[config.mk]
export PLATFORM = sky130hd
export DESIGN_NAME = serialize_shifter_tx
export DESIGN_NICKNAME = d
export VERILOG_FILES = /design/src/rtl/uart_pkg.sv /design/src/rtl/uart_baud_tick.sv /design/src/rtl/serialize_shifter_tx.sv
export SDC_FILE = /design/constraint.sdc
export NUM_CORES = 1
export LEC_CHECK = 0
export BUFFER_PORTS_ARGS = -buffer_cell sky130_fd_sc_hd__buf_4
export CAP_MARGIN = 5
export CORE_ASPECT_RATIO = 0.9
export CORE_UTILIZATION = 30
export CTS_BUF_LIST = sky130_fd_sc_hd__clkbuf_8
export CTS_CLUSTER_DIAMETER = 30
export CTS_CLUSTER_SIZE = 12
export DETAILED_ROUTE_END_ITERATION = 8
export SETUP_SLACK_MARGIN = 0.1
export SYNTH_ARGS = -nofsm -noshare
export SYNTH_HDL_FRONTEND = slang
export SYNTH_SLANG_ARGS = --single-unit
[constraint.sdc]
create_clock -name ser_ck -period 3.4 [get_ports ser_ck]
set_input_delay 0.34 -clock ser_ck [delete_from_list [all_inputs] [get_ports ser_ck]]
set_output_delay 0.34 -clock ser_ck [all_outputs]
set_load 0.01 [all_outputs]
[src/rtl/uart_pkg.sv]
// Shared UART definitions: line levels, frame constants, state encodings, bit timing.
// State PARITY is only reachable when SERIALIZE_PARITY_EN is defined.
package uart_pkg;

    localparam logic IDLE_LEVEL  = 1'b1;
    localparam logic START_LEVEL = 1'b0;
    localparam int unsigned DATA_BITS = 8;

    localparam logic [2:0] ST_IDLE   = 3'd0;
    localparam logic [2:0] ST_START  = 3'd1;
    localparam logic [2:0] ST_DATA   = 3'd2;
    localparam logic [2:0] ST_PARITY = 3'd3;
    localparam logic [2:0] ST_STOP   = 3'd4;

    // A zero baud rate yields 0 so unconfigured instances do not divide by zero.
    function automatic int unsigned bit_cycles(input int unsigned src_clock,
                                               input int unsigned bauds);
        return (bauds == 0) ? 0 : src_clock / bauds;
    endfunction

endpackage

[src/rtl/uart_baud_tick.sv]
// Restartable baud counter: counts 0..CYCLES-1 and flags the last cycle of each bit.
// Shared between the UART transmitter and deserializer.
module uart_baud_tick #(
    parameter int unsigned CYCLES = 2,
    parameter int unsigned CNT_W  = $clog2(CYCLES + 1)
) (
    input  logic ser_ck,
    input  logic rst,
    input  logic restart,
    output logic bit_end
);

    logic [CNT_W-1:0] cnt_q;
    logic [CNT_W-1:0] cnt_d;

    always_comb begin
        bit_end = (cnt_q == CNT_W'(CYCLES - 1));
        cnt_d   = (restart || bit_end) ? '0 : cnt_q + 1'b1;
    end

    always_ff @(posedge ser_ck) begin
        if (rst) begin
            cnt_q <= '0;
        end else begin
            cnt_q <= cnt_d;
        end
    end

endmodule

[src/rtl/serialize_shifter_tx.sv]
// 8N1 UART transmitter with a one-byte holding register for gap-free back-to-back frames.
// Define SERIALIZE_PARITY_EN for 8E1 framing (even parity bit after the data bits).
module serialize_shifter_tx
    import uart_pkg::*;
#(
    parameter int unsigned SRC_CLOCK = 0,
    parameter int unsigned BAUDS     = 0
) (
    input  logic       ser_ck,
    input  logic       rst,
    input  logic       wr_data,
    input  logic [7:0] data_in,
    output logic       serout,
    output logic       ready,
    output logic       busy
);

    localparam int unsigned BIT_CYCLES = bit_cycles(SRC_CLOCK, BAUDS);
    // Unconfigured defaults still elaborate (for standalone lint); any real override must be >= 2.
    localparam int unsigned TICK_CYCLES = (BIT_CYCLES < 2) ? 2 : BIT_CYCLES;

    if (BIT_CYCLES < 2 && (SRC_CLOCK != 0 || BAUDS != 0)) begin : g_bad_timing
        $error("serialize_shifter_tx: SRC_CLOCK/BAUDS must give at least 2 cycles per bit");
    end

    logic [2:0] state_q, state_d;
    logic [7:0] hold_q, hold_d;
    logic       hold_valid_q, hold_valid_d;
    logic [7:0] shift_q, shift_d;
    logic [2:0] bit_idx_q, bit_idx_d;
    logic       serout_q, serout_d;
    logic       busy_q, busy_d;
    logic       ready_q, ready_d;

    logic       bit_end;
    logic       restart;
    logic       load;
    logic [2:0] next_idx;

    uart_baud_tick #(
        .CYCLES (TICK_CYCLES),
        .CNT_W  ($clog2(TICK_CYCLES + 1))
    ) u_baud_tick (
        .ser_ck  (ser_ck),
        .rst     (rst),
        .restart (restart),
        .bit_end (bit_end)
    );

    assign restart = (state_q == ST_IDLE);
    assign next_idx = bit_idx_q + 3'd1;

    always_comb begin
        state_d      = state_q;
        hold_d       = hold_q;
        hold_valid_d = hold_valid_q;
        shift_d      = shift_q;
        bit_idx_d    = bit_idx_q;
        serout_d     = serout_q;
        busy_d       = busy_q;
        load         = 1'b0;

        case (state_q)
            ST_IDLE: begin
                serout_d = IDLE_LEVEL;
                load     = hold_valid_q;
            end
            ST_START: begin
                if (bit_end) begin
                    state_d   = ST_DATA;
                    serout_d  = shift_q[0];
                    bit_idx_d = 3'd0;
                end
            end
            ST_DATA: begin
                if (bit_end) begin
                    if (bit_idx_q == 3'd7) begin
`ifdef SERIALIZE_PARITY_EN
                        state_d  = ST_PARITY;
                        serout_d = ^shift_q;
`else
                        state_d  = ST_STOP;
                        serout_d = IDLE_LEVEL;
`endif
                    end else begin
                        bit_idx_d = next_idx;
                        serout_d  = shift_q[next_idx];
                    end
                end
            end
`ifdef SERIALIZE_PARITY_EN
            ST_PARITY: begin
                if (bit_end) begin
                    state_d  = ST_STOP;
                    serout_d = IDLE_LEVEL;
                end
            end
`endif
            ST_STOP: begin
                if (bit_end) begin
                    if (hold_valid_q) begin
                        load = 1'b1;
                    end else begin
                        state_d  = ST_IDLE;
                        busy_d   = 1'b0;
                        serout_d = IDLE_LEVEL;
                    end
                end
            end
            default: begin
                state_d  = ST_IDLE;
                serout_d = IDLE_LEVEL;
                busy_d   = 1'b0;
            end
        endcase

        // A load and an accepted write never coincide: ready_q=1 implies the holder is empty.
        if (load) begin
            shift_d      = hold_q;
            hold_valid_d = 1'b0;
            serout_d     = START_LEVEL;
            state_d      = ST_START;
            busy_d       = 1'b1;
        end

        if (wr_data && ready_q) begin
            hold_d       = data_in;
            hold_valid_d = 1'b1;
        end

        ready_d = !hold_valid_d;
    end

    always_ff @(posedge ser_ck) begin
        if (rst) begin
            state_q      <= ST_IDLE;
            hold_q       <= '0;
            hold_valid_q <= 1'b0;
            shift_q      <= '0;
            bit_idx_q    <= '0;
            serout_q     <= IDLE_LEVEL;
            busy_q       <= 1'b0;
            ready_q      <= 1'b1;
        end else begin
            state_q      <= state_d;
            hold_q       <= hold_d;
            hold_valid_q <= hold_valid_d;
            shift_q      <= shift_d;
            bit_idx_q    <= bit_idx_d;
            serout_q     <= serout_d;
            busy_q       <= busy_d;
            ready_q      <= ready_d;
        end
    end

    assign serout = serout_q;
    assign ready  = ready_q;
    assign busy   = busy_q;

endmodule

==> flow_metrics.env, run 1 <==
export IMPL_status="finished clean"
export IMPL_port_buffers=13
export IMPL_reg2reg_depth=5
export IMPL_overflow=0
export IMPL_hold_path_class="input pin to register"
export IMPL_drive_above_1_share=0.135
export IMPL_num_antenna_cells=0
export IMPL_core_area_um2=3860
export IMPL_grt_pass1_vias=915
export IMPL_antenna_found_initial=0
export IMPL_met3_usage=0.0352
export IMPL_leakagePower_nw=0.562
export IMPL_reg2reg_to="serout"
export IMPL_grtUsageMet2=0.186
export IMPL_power_mw=0.697
export IMPL_h_tree_depth=1
export IMPL_nets=170
export IMPL_min_from="data_in[4]"
export IMPL_synth_commonest_cells="28 x dfxtp_1, 21 x a21oi_1, 19 x nand2_1"
export IMPL_busiest_layer="met2"
export IMPL_slew_viol_final=0
export IMPL_cp_end_kind="register"
export IMPL_cts_tree="done"
export IMPL_cp_start_kind="register"
export IMPL_maxCapViolations=0
export IMPL_setup_viol=0
export IMPL_drc=0
export IMPL_ys_warn_count=0
export IMPL_vias=1023
export IMPL_crit_type="register to register"
export IMPL_start_util=0.324
export IMPL_relSlewSlack=0.678
export IMPL_grt_first_pass_wirelength_um=4200
export IMPL_ys_top_cells_by_area="dfxtp_1 45%, a21oi_1 8.4%, nand3_1 6.8%"
export IMPL_synth_area_leader_cell="dfxtp_1"
export IMPL_holdWs_ps=319
export IMPL_drt_iter0_markers=78
export IMPL_core_rowCount=21
export IMPL_grt_usage=0.115
export IMPL_holdPathEnd="hold_q[4]"
export IMPL_rsz0062_at_grt="false"
export IMPL_cts_buffers_inserted=3
export IMPL_cp_required_ps=3570
export IMPL_post_cts_resized=0
export IMPL_fin_crit_sh=0.577
export IMPL_die_x_um=70.0
export IMPL_die_h_um=63.2
export IMPL_r2r_setup_slack_ps=1440
export IMPL_clock_fmax_mhz=510
export IMPL_fin_setup_tns_ps=0
export IMPL_viasPerCell=5.09
export IMPL_global_route_usage_met1=0.154
export IMPL_place_gp_congestion=0.832
export IMPL_timing_rr_start="bit_idx_q[0]"
export IMPL_hold_viol_final=0
export IMPL_clkSinkCount=28
export IMPL_synth_ff_type="dfxtp_1"
export IMPL_final_cell_area_um2=1440
export IMPL_worst_slew_pin_slew_ps=482
export IMPL_synth_most_common_cell="dfxtp_1"
export IMPL_yosysSeqAreaShare=0.448
export IMPL_ctsHoldBuffers=0
export IMPL_io_pins=14
export IMPL_clockBufferDepth=2
export IMPL_dp_hpwl_um=1700
export IMPL_synth_top_area_frac=0.448
export IMPL_cts_root_buffer="clkbuf_8"
export IMPL_cp_cell_sequence="ha_1 -> mux4_2 -> nor2b_1 -> nor4_1 -> a2111o_1"
export IMPL_netlist_area_um2=1250
export IMPL_synth_edff_count=0
export IMPL_fin_skew_ps=3.04
export IMPL_antenna_left=0
export IMPL_grt_max_degree=29
export IMPL_die_area_um2=4430
export IMPL_power_density_nw_per_um2=485
export IMPL_area_growth_pct=15.0
export IMPL_placed_cell_area_um2=1370
export IMPL_post_cts_buffers=0
export IMPL_ir_drop_uv=247
export IMPL_clk_latency_ps=270
export IMPL_avgSynthCellArea_um2=8.45
export IMPL_path_clk_slew_ps=100
export IMPL_dr_pass1_iters=4
export IMPL_ys_async_sr_fraction=0
export IMPL_max_stage_delay_ps=520
export IMPL_detail_route_wl_per_cell_um=12.3
export IMPL_netlist_instances=148
export IMPL_holdPathStages=3
export IMPL_period_minus_slack_ps=1960
export IMPL_drt_total_wl_um=2470
export IMPL_synth_cell_type_count=30
export IMPL_synth_seq_cells=28
export IMPL_slowest_stage="mux4_2"
export IMPL_syn_nets=162
export IMPL_critPathArrivalTime_ps=2130
export IMPL_crit_fanout=6
==> power by group <==
group | switching, mW | leakage, nW | total, mW | internal [mW]
Combinational | 0.0399 | 0.297 | 0.0765 | 0.0365
Clock | 0.103 | 0.0357 | 0.261 | 0.158
Sequential | 0.0153 | 0.229 | 0.359 | 0.344
Total | 0.158 | 0.562 | 0.697 | 0.538
==> per-stage QoR <==
stage                util  instances  worst slack, ps
floorplan               -        148             1570
global placement    0.354        197             1510
detailed placement  0.354        197             1460
CTS                 0.372        201             1450
global route        0.372        201             1350
finish              0.372        201             1440
==> per-layer routing <==
metal	part of all wire	routed length, µm	vias to the layer above
met4	0.0057	14	0
met2	0.44	1080	24
met3	0.047	116	2
met5	0	0	-
li1	-	-	540
met1	0.51	1260	457
==> layout make-up <==
class	count	area [µm²]
flip-flops and latches	28	561
fillers	406	2420
clock inverters	1	30.0
clock buffers	3	41.3
multi-input cells	107	636
inverters	2	7.51
well taps	46	57.6
repair buffers	14	105
==> state kept, by name (all words and copies together), names as in the netlist <==
signal             flops
state_q                3
busy                   1
bit_idx_q              3
hold_valid_q           1
serout                 1
u_baud_tick.cnt_q      2
hold_q                 8
shift_q                8
ready                  1
==> cells by family (layout without fill, tap and decap cells) <==
group,after synthesis,after routing,synth area share
compound gates,32,32,0.153
fa+ha+maj,3,3,0.0300
buf+inv,13,20,0.0430
simple gates,66,66,0.266
mux,6,6,0.0591
flops,28,28,0.448
==> worst max-delay path by stage <==
stage / from / to / slack [ps] / cells past startpoint
global placement: bit_idx_q[0] / serout / 1510 / 5
floorplan: bit_idx_q[0] / serout / 1570 / 5
global route: bit_idx_q[0] / serout / 1350 / 5
CTS: bit_idx_q[0] / serout / 1450 / 5
detailed placement: bit_idx_q[0] / serout / 1460 / 5
finish: bit_idx_q[0] / serout / 1440 / 5
==> critical path: cells and delay by family, from the launching register on <==
family | cells | cell delay [ps]
AO/OA/AOI/OAI | 1 | 380
AND/OR/NAND/NOR | 2 | 180
flip-flops | 1 | 370
multiplexers | 1 | 520
adder cells (fa/ha/maj) | 1 | 400
==> cell usage in the layout (no fill, tap or decap), drive strengths merged, types with 3 or more instances in the layout <==
cell      n
nor3b     5
mux2i     4
nor2b     5
ha        3
nor3      3
nand3    17
a2111oi   3
nand2    19
buf      14
nor2      6
nor4      5
dfxtp    28
a21oi    21
clkbuf    3
nand2b    3
Note: power is estimated with default switching activity, not from simulation.
==> run 2: changes to the inputs <==
- clock period: 3.4 -> 1.9 ns (I/O delays scaled with it)
==> run 2 against run 1 <==
Via count grew 3.9%. Register-to-register slack lost 1300 ps. Non-clock buffer count grew 6. Sequential cell count is the same. Critical path depth is the same.
==> flow_metrics.env, run 2 (synthesis gave the netlist of run 1 again) <==
export IMPL_core_rowCount=21
export IMPL_place_gp_congestion=0.801
export IMPL_drt_total_wl_um=2550
export IMPL_antenna_left=0
export IMPL_worst_path_buf_inv=1
export IMPL_detail_route_wl_per_cell_um=12.3
export IMPL_maxCapViolations=0
export IMPL_fin_util=0.391
export IMPL_cts_root_buffer="clkbuf_8"
export IMPL_antenna_found_initial=0
export IMPL_clk_latency_ps=270
export IMPL_grt_max_degree=29
export IMPL_grt_usage=0.126
export IMPL_slowest_stage="a2111oi_1"
export IMPL_start_util=0.324
export IMPL_post_cts_resized=3
export IMPL_clockBufferDepth=2
export IMPL_dp_hpwl_um=1880
export IMPL_reg_largest_list="hold_q (8), shift_q (8)"
export IMPL_io_pins=14
export IMPL_cp_end_kind="register"
export IMPL_crit_type="register to register"
export IMPL_vias=1063
export IMPL_post_cts_buffers=0
export IMPL_core_area_um2=3860
export IMPL_cts_buffers_inserted=3
export IMPL_layout_commonest_cell="dfxtp_1"
export IMPL_holdWs_ps=168
export IMPL_area_growth_pct=20.8
export IMPL_clock_fmax_mhz=579
export IMPL_cp_top_family="compound AO/OA/AOI/OAI gates"
export IMPL_drive_above_1_share=0.193
export IMPL_die_x_um=70.0
export IMPL_max_stage_delay_ps=590
export IMPL_hold_path_class="input pin to register"
export IMPL_period_minus_slack_ps=1730
export IMPL_cp_required_ps=2070
export IMPL_nets=176
export IMPL_slew_viol_final=0
export IMPL_fin_skew_ps=4.03
export IMPL_ir_drop_uv=383
export IMPL_power_density_nw_per_um2=828
export IMPL_crit_fanout=2
export IMPL_ctsHoldBuffers=0
export IMPL_overflow=0
export IMPL_drc=0
export IMPL_die_area_um2=4430
export IMPL_leakagePower_nw=0.587
export IMPL_grt_pass1_vias=1057
export IMPL_final_fill_count=393
export IMPL_fin_crit_sh=0.909
export IMPL_hold_viol_final=0
export IMPL_worst_slew_pin_slew_ps=599
export IMPL_path_clk_slew_ps=90
export IMPL_cp_start_kind="register"
export IMPL_final_cell_mix="26 x dfxtp_1, 21 x a21oi_1, 20 x buf_4, 19 x nand2_1, 17 x nand3_1"
export IMPL_setup_viol=0
export IMPL_drt_iter0_markers=54
export IMPL_viasPerCell=5.14
export IMPL_cts_tree="done"
export IMPL_fin_setup_tns_ps=0
export IMPL_status="finished clean"
export IMPL_grt_first_pass_wirelength_um=4550
export IMPL_num_antenna_cells=0
export IMPL_port_buffers=13
export IMPL_rsz0062_at_grt="false"
export IMPL_dp_cells=203
export IMPL_die_h_um=63.2
export IMPL_relSlewSlack=0.600
export IMPL_fin_cells=207
export IMPL_cp_cell_sequence="inv_1 -> ha_1 -> a2111oi_1 -> nor4_1 -> a2111o_1"
export IMPL_dr_pass1_iters=4
export IMPL_critPathArrivalTime_ps=1900
export IMPL_clkSinkCount=28
export IMPL_h_tree_depth=1
==> run 2: cell count changes in the layout (fill, tap and decap cells not counted) <==
cell / delta
buf_4: +6
dfxtp_2: +2
dfxtp_1: -2
ha_1: -2
ha_4: +2
==> run 2: layer usage <==
layer | routed length [µm] | vias to the layer above | track usage
li1 | - | 551 | -
met1 | 1260 | 490 | 0.153
met2 | 1170 | 20 | 0.224
met3 | 105 | 2 | 0.0384
met4 | 7 | 0 | 0.0150
met5 | 0 | - | 0
==> run 2: worst paths after layout <==
check | slack, ps | to | from | depth (start not counted)
setup / recovery | 170 | serout | u_baud_tick.cnt_q[1] | 5
hold / removal | 170 | hold_q[3] | data_in[3] | 3
setup reg to reg | 170 | serout | u_baud_tick.cnt_q[1] | 5
hold reg to reg | 430 | u_baud_tick.cnt_q[0] | u_baud_tick.cnt_q[0] | 1
==> run 2: report_power, final <==
part           internal (mW)  switching, mW  total, mW
logic                 0.0696         0.0782      0.148
clock network          0.282          0.182      0.464
registers              0.615         0.0224      0.638
total                  0.967          0.283       1.25
==> run 2: area by class of cell <==
cell class | count | area, µm² | area share
Clock buffer | 3 | 41.3 | 0.0273
Clock inverter | 1 | 30.0 | 0.0199
Inverter | 2 | 7.51 | 0.00497
Multi-Input combinational cell | 107 | 661 | 0.437
Sequential cell | 28 | 563 | 0.373
Tap cell | 46 | 57.6 | 0.0381
Timing Repair Buffer | 20 | 150 | 0.0994
==> run 2: worst register-to-register path: stages, from the launching register on <==
cell and delay, ps:
dfxtp_1 320, inv_1 40, ha_1 180, a2111oi_1 590, nor4_1 140, a2111o_1 360
==> run 2: through the flow <==
stage                     worst slack [ps]  cell area, µm²  power, mW
after floorplan                        125            1260      0.745
final                                  173            1510       1.25
after global routing                   113            1510       1.31
after detailed placement              79.1            1420      0.800
after global placement                 142            1420      0.794
after CTS                              138            1510       1.26
